## src/rtl/packet_writer_testbench_pkg.sv

```systemverilog
// Shared widths, FSM states and the write-request beat layout for the packet writer.
// Pure declarations; no timing or flow control of its own.
package packet_writer_testbench_pkg;

  localparam int DATA_W         = 8;
  localparam int WORDS_PER_LINE = 2;
  localparam int LINES_PER_PAGE = 4;
  localparam int NUM_PAGES      = 4;
  localparam int WRITE_SLOT     = 0;
  localparam int PCOUNT_W       = 9;
  localparam int LEN_W          = 16;
  localparam int PID_W          = 16;
  localparam int LINE_W         = 2;
  localparam int PAGE_W         = 2;
  // A 16-bit length needs at most 32768 two-byte beats.
  localparam int BEAT_W         = 15;

  localparam logic [PCOUNT_W-1:0] PCOUNT_MAX = '1;

  typedef enum logic [1:0] {
    ST_IDLE  = 2'd0,
    ST_WRITE = 2'd1,
    ST_DONE  = 2'd2
  } state_t;

  typedef struct packed {
    logic                                  slot;
    logic [PAGE_W-1:0]                     page_num;
    logic [LINE_W-1:0]                     line;
    logic [WORDS_PER_LINE-1:0][DATA_W-1:0] data;
  } wr_req_t;

  // Pages touched by a packet whose final beat had index last_idx, clamped to the counter range.
  function automatic logic [PCOUNT_W-1:0] sat_pages(input logic [BEAT_W-1:0] last_idx);
    logic [BEAT_W-1:0] pages;
    pages = (last_idx >> 2) + BEAT_W'(1);
    if (pages > BEAT_W'(PCOUNT_MAX)) begin
      return PCOUNT_MAX;
    end
    return pages[PCOUNT_W-1:0];
  endfunction

endpackage

```

## src/rtl/packet_writer_testbench_byte_gen.sv

```systemverilog
// Produces the two payload bytes of one beat from pid and beat index, plus a last-beat flag.
// Combinational, zero latency; no flow control.
module packet_byte_gen
  import packet_writer_testbench_pkg::*;
(
  input  logic [DATA_W-1:0] pid_lsb,
  input  logic [LEN_W-1:0]  length,
  input  logic [BEAT_W-1:0] beat_idx,
  output logic [DATA_W-1:0] byte_0,
  output logic [DATA_W-1:0] byte_1,
  output logic              last
);

  logic [LEN_W:0] k0;
  logic [LEN_W:0] k1;

  always_comb begin
    k0     = {1'b0, beat_idx, 1'b0};
    k1     = k0 + (LEN_W+1)'(1);
    byte_0 = pid_lsb + k0[DATA_W-1:0];
    byte_1 = '0;
    // Odd-length packets pad the second byte of the final beat with zero.
    if (k1 < {1'b0, length}) begin
      byte_1 = pid_lsb + k1[DATA_W-1:0];
    end
    last = ((k0 + (LEN_W+1)'(2)) >= {1'b0, length});
  end

endmodule

```

## config.mk

```make
export PLATFORM = sky130hd
export DESIGN_NAME = packet_byte_gen
export DESIGN_NICKNAME = d
export VERILOG_FILES = /design/src/rtl/packet_writer_testbench_pkg.sv /design/src/rtl/packet_writer_testbench_byte_gen.sv
export SDC_FILE = /design/constraint.sdc
export NUM_CORES = 1
export LEC_CHECK = 0
export ABC_AREA = 1
export CORE_ASPECT_RATIO = 1.4
export CORE_MARGIN = 4
export CORE_UTILIZATION = 49
export DETAILED_ROUTE_END_ITERATION = 8
export GPL_TIMING_DRIVEN = 0
export PLACE_DENSITY_LB_ADDON = 0.1
export SYNTH_ARGS = -nofsm -noshare
export SYNTH_HDL_FRONTEND = slang
export SYNTH_SLANG_ARGS = --single-unit
```

## constraint.sdc

```tcl
create_clock -name vclk -period 3.5
set_input_delay 0.7 -clock vclk [all_inputs]
set_output_delay 0.7 -clock vclk [all_outputs]
set_load 0.03 [all_outputs]
```

# After elaboration in Yosys (flattened, before gate mapping)
# Cells that the tools add are included.
[op_classes]
n_addsub = 4
n_lt_le_gt_ge = 2
mux = 1
[ops]
columns = ["cell", "count"]
rows = [
  ["$add A16 B1 Y17 const B", 1],
  ["$add A16 B2 Y17 const B", 1],
  ["$ge A17 B16 Y1", 1],
  ["$lt A17 B16 Y1", 1],
  ["$add A8 B8 Y8", 2],
  ["$mux W8", 1],
]
[word_totals]
reg_bits = 0
inputBits = 39
out_inout_bits = 17
wordCells = 7

# Logic depth before layout (Yosys ltp)
[depth]
word_depth = 3
mapped_depth = 17
mapped_depth_nobuf = 17

# Worst setup path before layout
# OpenSTA, ideal clock, no wires.
[synth_timing]
path_kind = "input-to-output"
startpoint = "in beat_idx[0]"
endpoint = "out last"
arrival_time_ns = 2.391
t_required_ns = 2.800
path_slack_ns = 0.409
path_stages = 16
path_buffers = 0
path_cell_list = "ha_1 -> nand2_1 -> nor2_2 -> nand2_1 -> nor2_2 -> nand4_1 -> xnor2_1 -> ha_1 -> nand2_1 -> nor2_1 -> nand3_1 -> nor2_1 -> nor2_1 -> nand2_1 -> nor2_1 -> nand2_1"
[synth_via]
elab_chain_cells = 2
[synth_lines]
columns = ["item", "line", "rtl"]
rows = [
  ["start: declaration", "packet_writer_testbench_byte_gen.sv:8", "input logic [BEAT_W-1:0] beat_idx,"],
  ["$add A16 B2 Y17", "packet_writer_testbench_byte_gen.sv:26", "last = ((k0 + (LEN_W+1)'(2)) >= {1'b0, length});"],
  ["$ge A17 B16 Y1", "packet_writer_testbench_byte_gen.sv:26", ""],
  ["end: declaration", "packet_writer_testbench_byte_gen.sv:11", "output logic last"],
]
# No other way between the ends.

# Worst setup path in the final report
[layout_timing]
startpoint = "in pid_lsb[1]"
endpoint = "out byte_0[5]"
[layout_via]
elab_chain_cells = 1
[layout_lines]
columns = ["item", "line", "rtl"]
rows = [
  ["start: declaration", "packet_writer_testbench_byte_gen.sv:6", "input logic [DATA_W-1:0] pid_lsb,"],
  ["$add A8 B8 Y8", "packet_writer_testbench_byte_gen.sv:20", "byte_0 = pid_lsb + k0[DATA_W-1:0];"],
  ["end: declaration", "packet_writer_testbench_byte_gen.sv:9", "output logic [DATA_W-1:0] byte_0,"],
]
# No other way between the ends.

==> metrics <==
post-layout utilization of the core 72.2%; leakage 1.34 nW; most common library cells after synthesis nand2_1 (68), inv_1 (57), ha_1 (37), nor2_1 (30); RSZ-0062 raised after global routing yes; required time of the critical path 2.80 ns; power density over the cells 167 nW/um^2; worst slew margin relative to its limit 78.3%; maximum net fanout on the critical path 4; number of nets produced by synthesis 361; sequential cell count 0; combined global-route utilization of all metal layers 18.4%; fill cell total of the finished layout 309; kind of end point of the critical path output pin; number of antenna violations at the first check in global routing 0; Vert. Die Dim 76.8 um; largest net degree at the start of global routing 9; portion of the post-synthesis area used by sequential elements 0%; critical path, cell by cell clkdlybuf4s50_1 > ha_1 > inv_1 > fa_2 > o21ai_0 > xor2_1 > dlygate4sd2_1; per-cell via count in the routed design 4.95; Sequential cell area 0 um^2; via count 1887; number of distinct library cells after synthesis 26; Min Clock Period, post-route 3.41 ns; Worst Hold Depth 5; most numerous cell in the Yosys netlist nand2_1; number of iterations in the first detailed-routing pass 4; DRC violation count after routing 0; largest stage delay on the critical path 0.50 ns; net total in the final layout 422; worst hold margin 2.00 ns; post-synthesis cell count 283; hold buffer count at cts 0; die outline area 4390 um^2; overall die width 57.1 um; average detailed-routed wire length per instance 11.3 um; remaining global-route overflow 0; I/O pin cnt 56; area growth from synthesis to layout 38.7%; via count of the first global-routing pass 1767; total of endpoints with negative setup slack in the final report 0; Max stage delay cell, worst path clkdlybuf4s50_1; leading post-synthesis cells by cell area ha_1 (28%), nand2_1 (15%), inv_1 (13%); result of the run finished, final reports clean; kind of critical path primary input to output pin; placer's final routability congestion estimate 0.827; number of diodes added for antenna fixing 0; placeable core region 3180 um^2; number of max-cap violations 0; worst endpoint data arrival time 2.71 ns; number of warnings issued by yosys 0; cell taking the most area after synthesis ha_1; fraction of layout instances using a drive strength above 1 17.0%; endpoints failing hold 0; fin crit share 97.5%; Worst VDD drop 0.166 mV; hold-critical path endpoint byte_1[1]; cell row count 24; average cell area after synthesis 5.85 um^2; crit path launch type primary input; CP top delay family buffers and inverters; Tightest Pin Transition 0.325 ns; remaining antenna violation count 0; total length of routed wires 4.30 mm; type of the worst min-delay path primary input to output pin; fin. max-slew vios 0; buffers plus inverters on the worst setup path 3; I/O Buffers 56; Yosys top cell area share 27.9%; wire length of the first global-routing pass 6.84 mm; number of DRC markers in iteration 0 33; starting utilization of the core area 52.0%; critical hold path startpoint beat_idx[0]; clock buffers 0; max frequency 293 MHz; area of the mapped netlist 1660 um^2; hpwl dp 3.73 mm
area by class of cell:
cell class,count,area [um^2],share of cell area (%)
buffer,4,25.0,1.09
multi-input combinational,218,1460,63.7
inverter,61,229,9.97
tap,39,48.8,2.12
timing repair buffer,59,532,23.1
worst max path at each step:
stage	slack, ns	cells after the start	start	endpoint
floorplan	0.41	16	beat_idx[0]	last
global placement	-0.98	18	beat_idx[0]	last
detailed placement	-1.01	18	beat_idx[0]	last
CTS	-0.06	16	beat_idx[8]	last
global route	-0.06	16	beat_idx[2]	last
finish	0.09	7	pid_lsb[1]	byte_0[5]
per-stage QoR:
stage          instance area (um^2)  setup WS (ns)  total power [mW]  setup TNS (ns)  instances
2_1_floorplan                  1660          0.409             0.239               0        283
6_report                       2300         0.0862             0.383               0        381
3_5_place_dp                   2270          -1.01             0.395           -5.24        378
5_1_grt                        2300        -0.0558             0.424         -0.0558        381
3_3_place_gp                   2270         -0.984             0.390           -5.13        378
4_1_cts                        2280        -0.0587             0.385         -0.0587        379
placed cells by master (no fill, tap or decap), types with 3 or more instances in the layout:
master and count:
nand2_1 65, inv_1 56, ha_1 36, nor2_1 29, clkdlybuf4s50_1 28, clkbuf_2 13
nand3_1 12, xor2_1 10, a21oi_1 10, nand2_2 8, xnor2_1 8, dlymetal6s2s_1 8
nor2_2 7, inv_2 5, nand4_1 5, buf_4 5, o21ai_0 4, buf_2 3
a21oi_2 3, buf_6 3
what timing repair did:
action,in CTS,in global routing
gates cloned,0,0
pin swaps,2,9
endpoints found under the setup margin,14,12
gates resized for setup,40,55
setup buffers,1,2
hold endpoints to repair,0,0
cell families after synthesis:
family                   Yosys count  synth area share (%)
AO/OA/AOI/OAI                     28                  10.1
XOR/XNOR                          18                  9.52
adder cells (fa/ha/maj)           39                  30.4
buffers and inverters             65                  15.3
AND/OR/NAND/NOR                  133                  34.7
per-layer routing:
| metal | global-route usage, % | share of wire (%) |
|---|---|---|
| met5 | 0 | 0 |
| met4 | 5.34 | 2.7 |
| met3 | 2.02 | 5.5 |
| met2 | 38.9 | 55 |
| met1 | 17.3 | 36 |
power by group:
group          switching, mW  internal [mW]  total, mW
clock                      0              0          0
sequential                 0              0          0
combinational          0.227          0.156      0.383
Note: power is estimated with default switching activity, not from simulation.
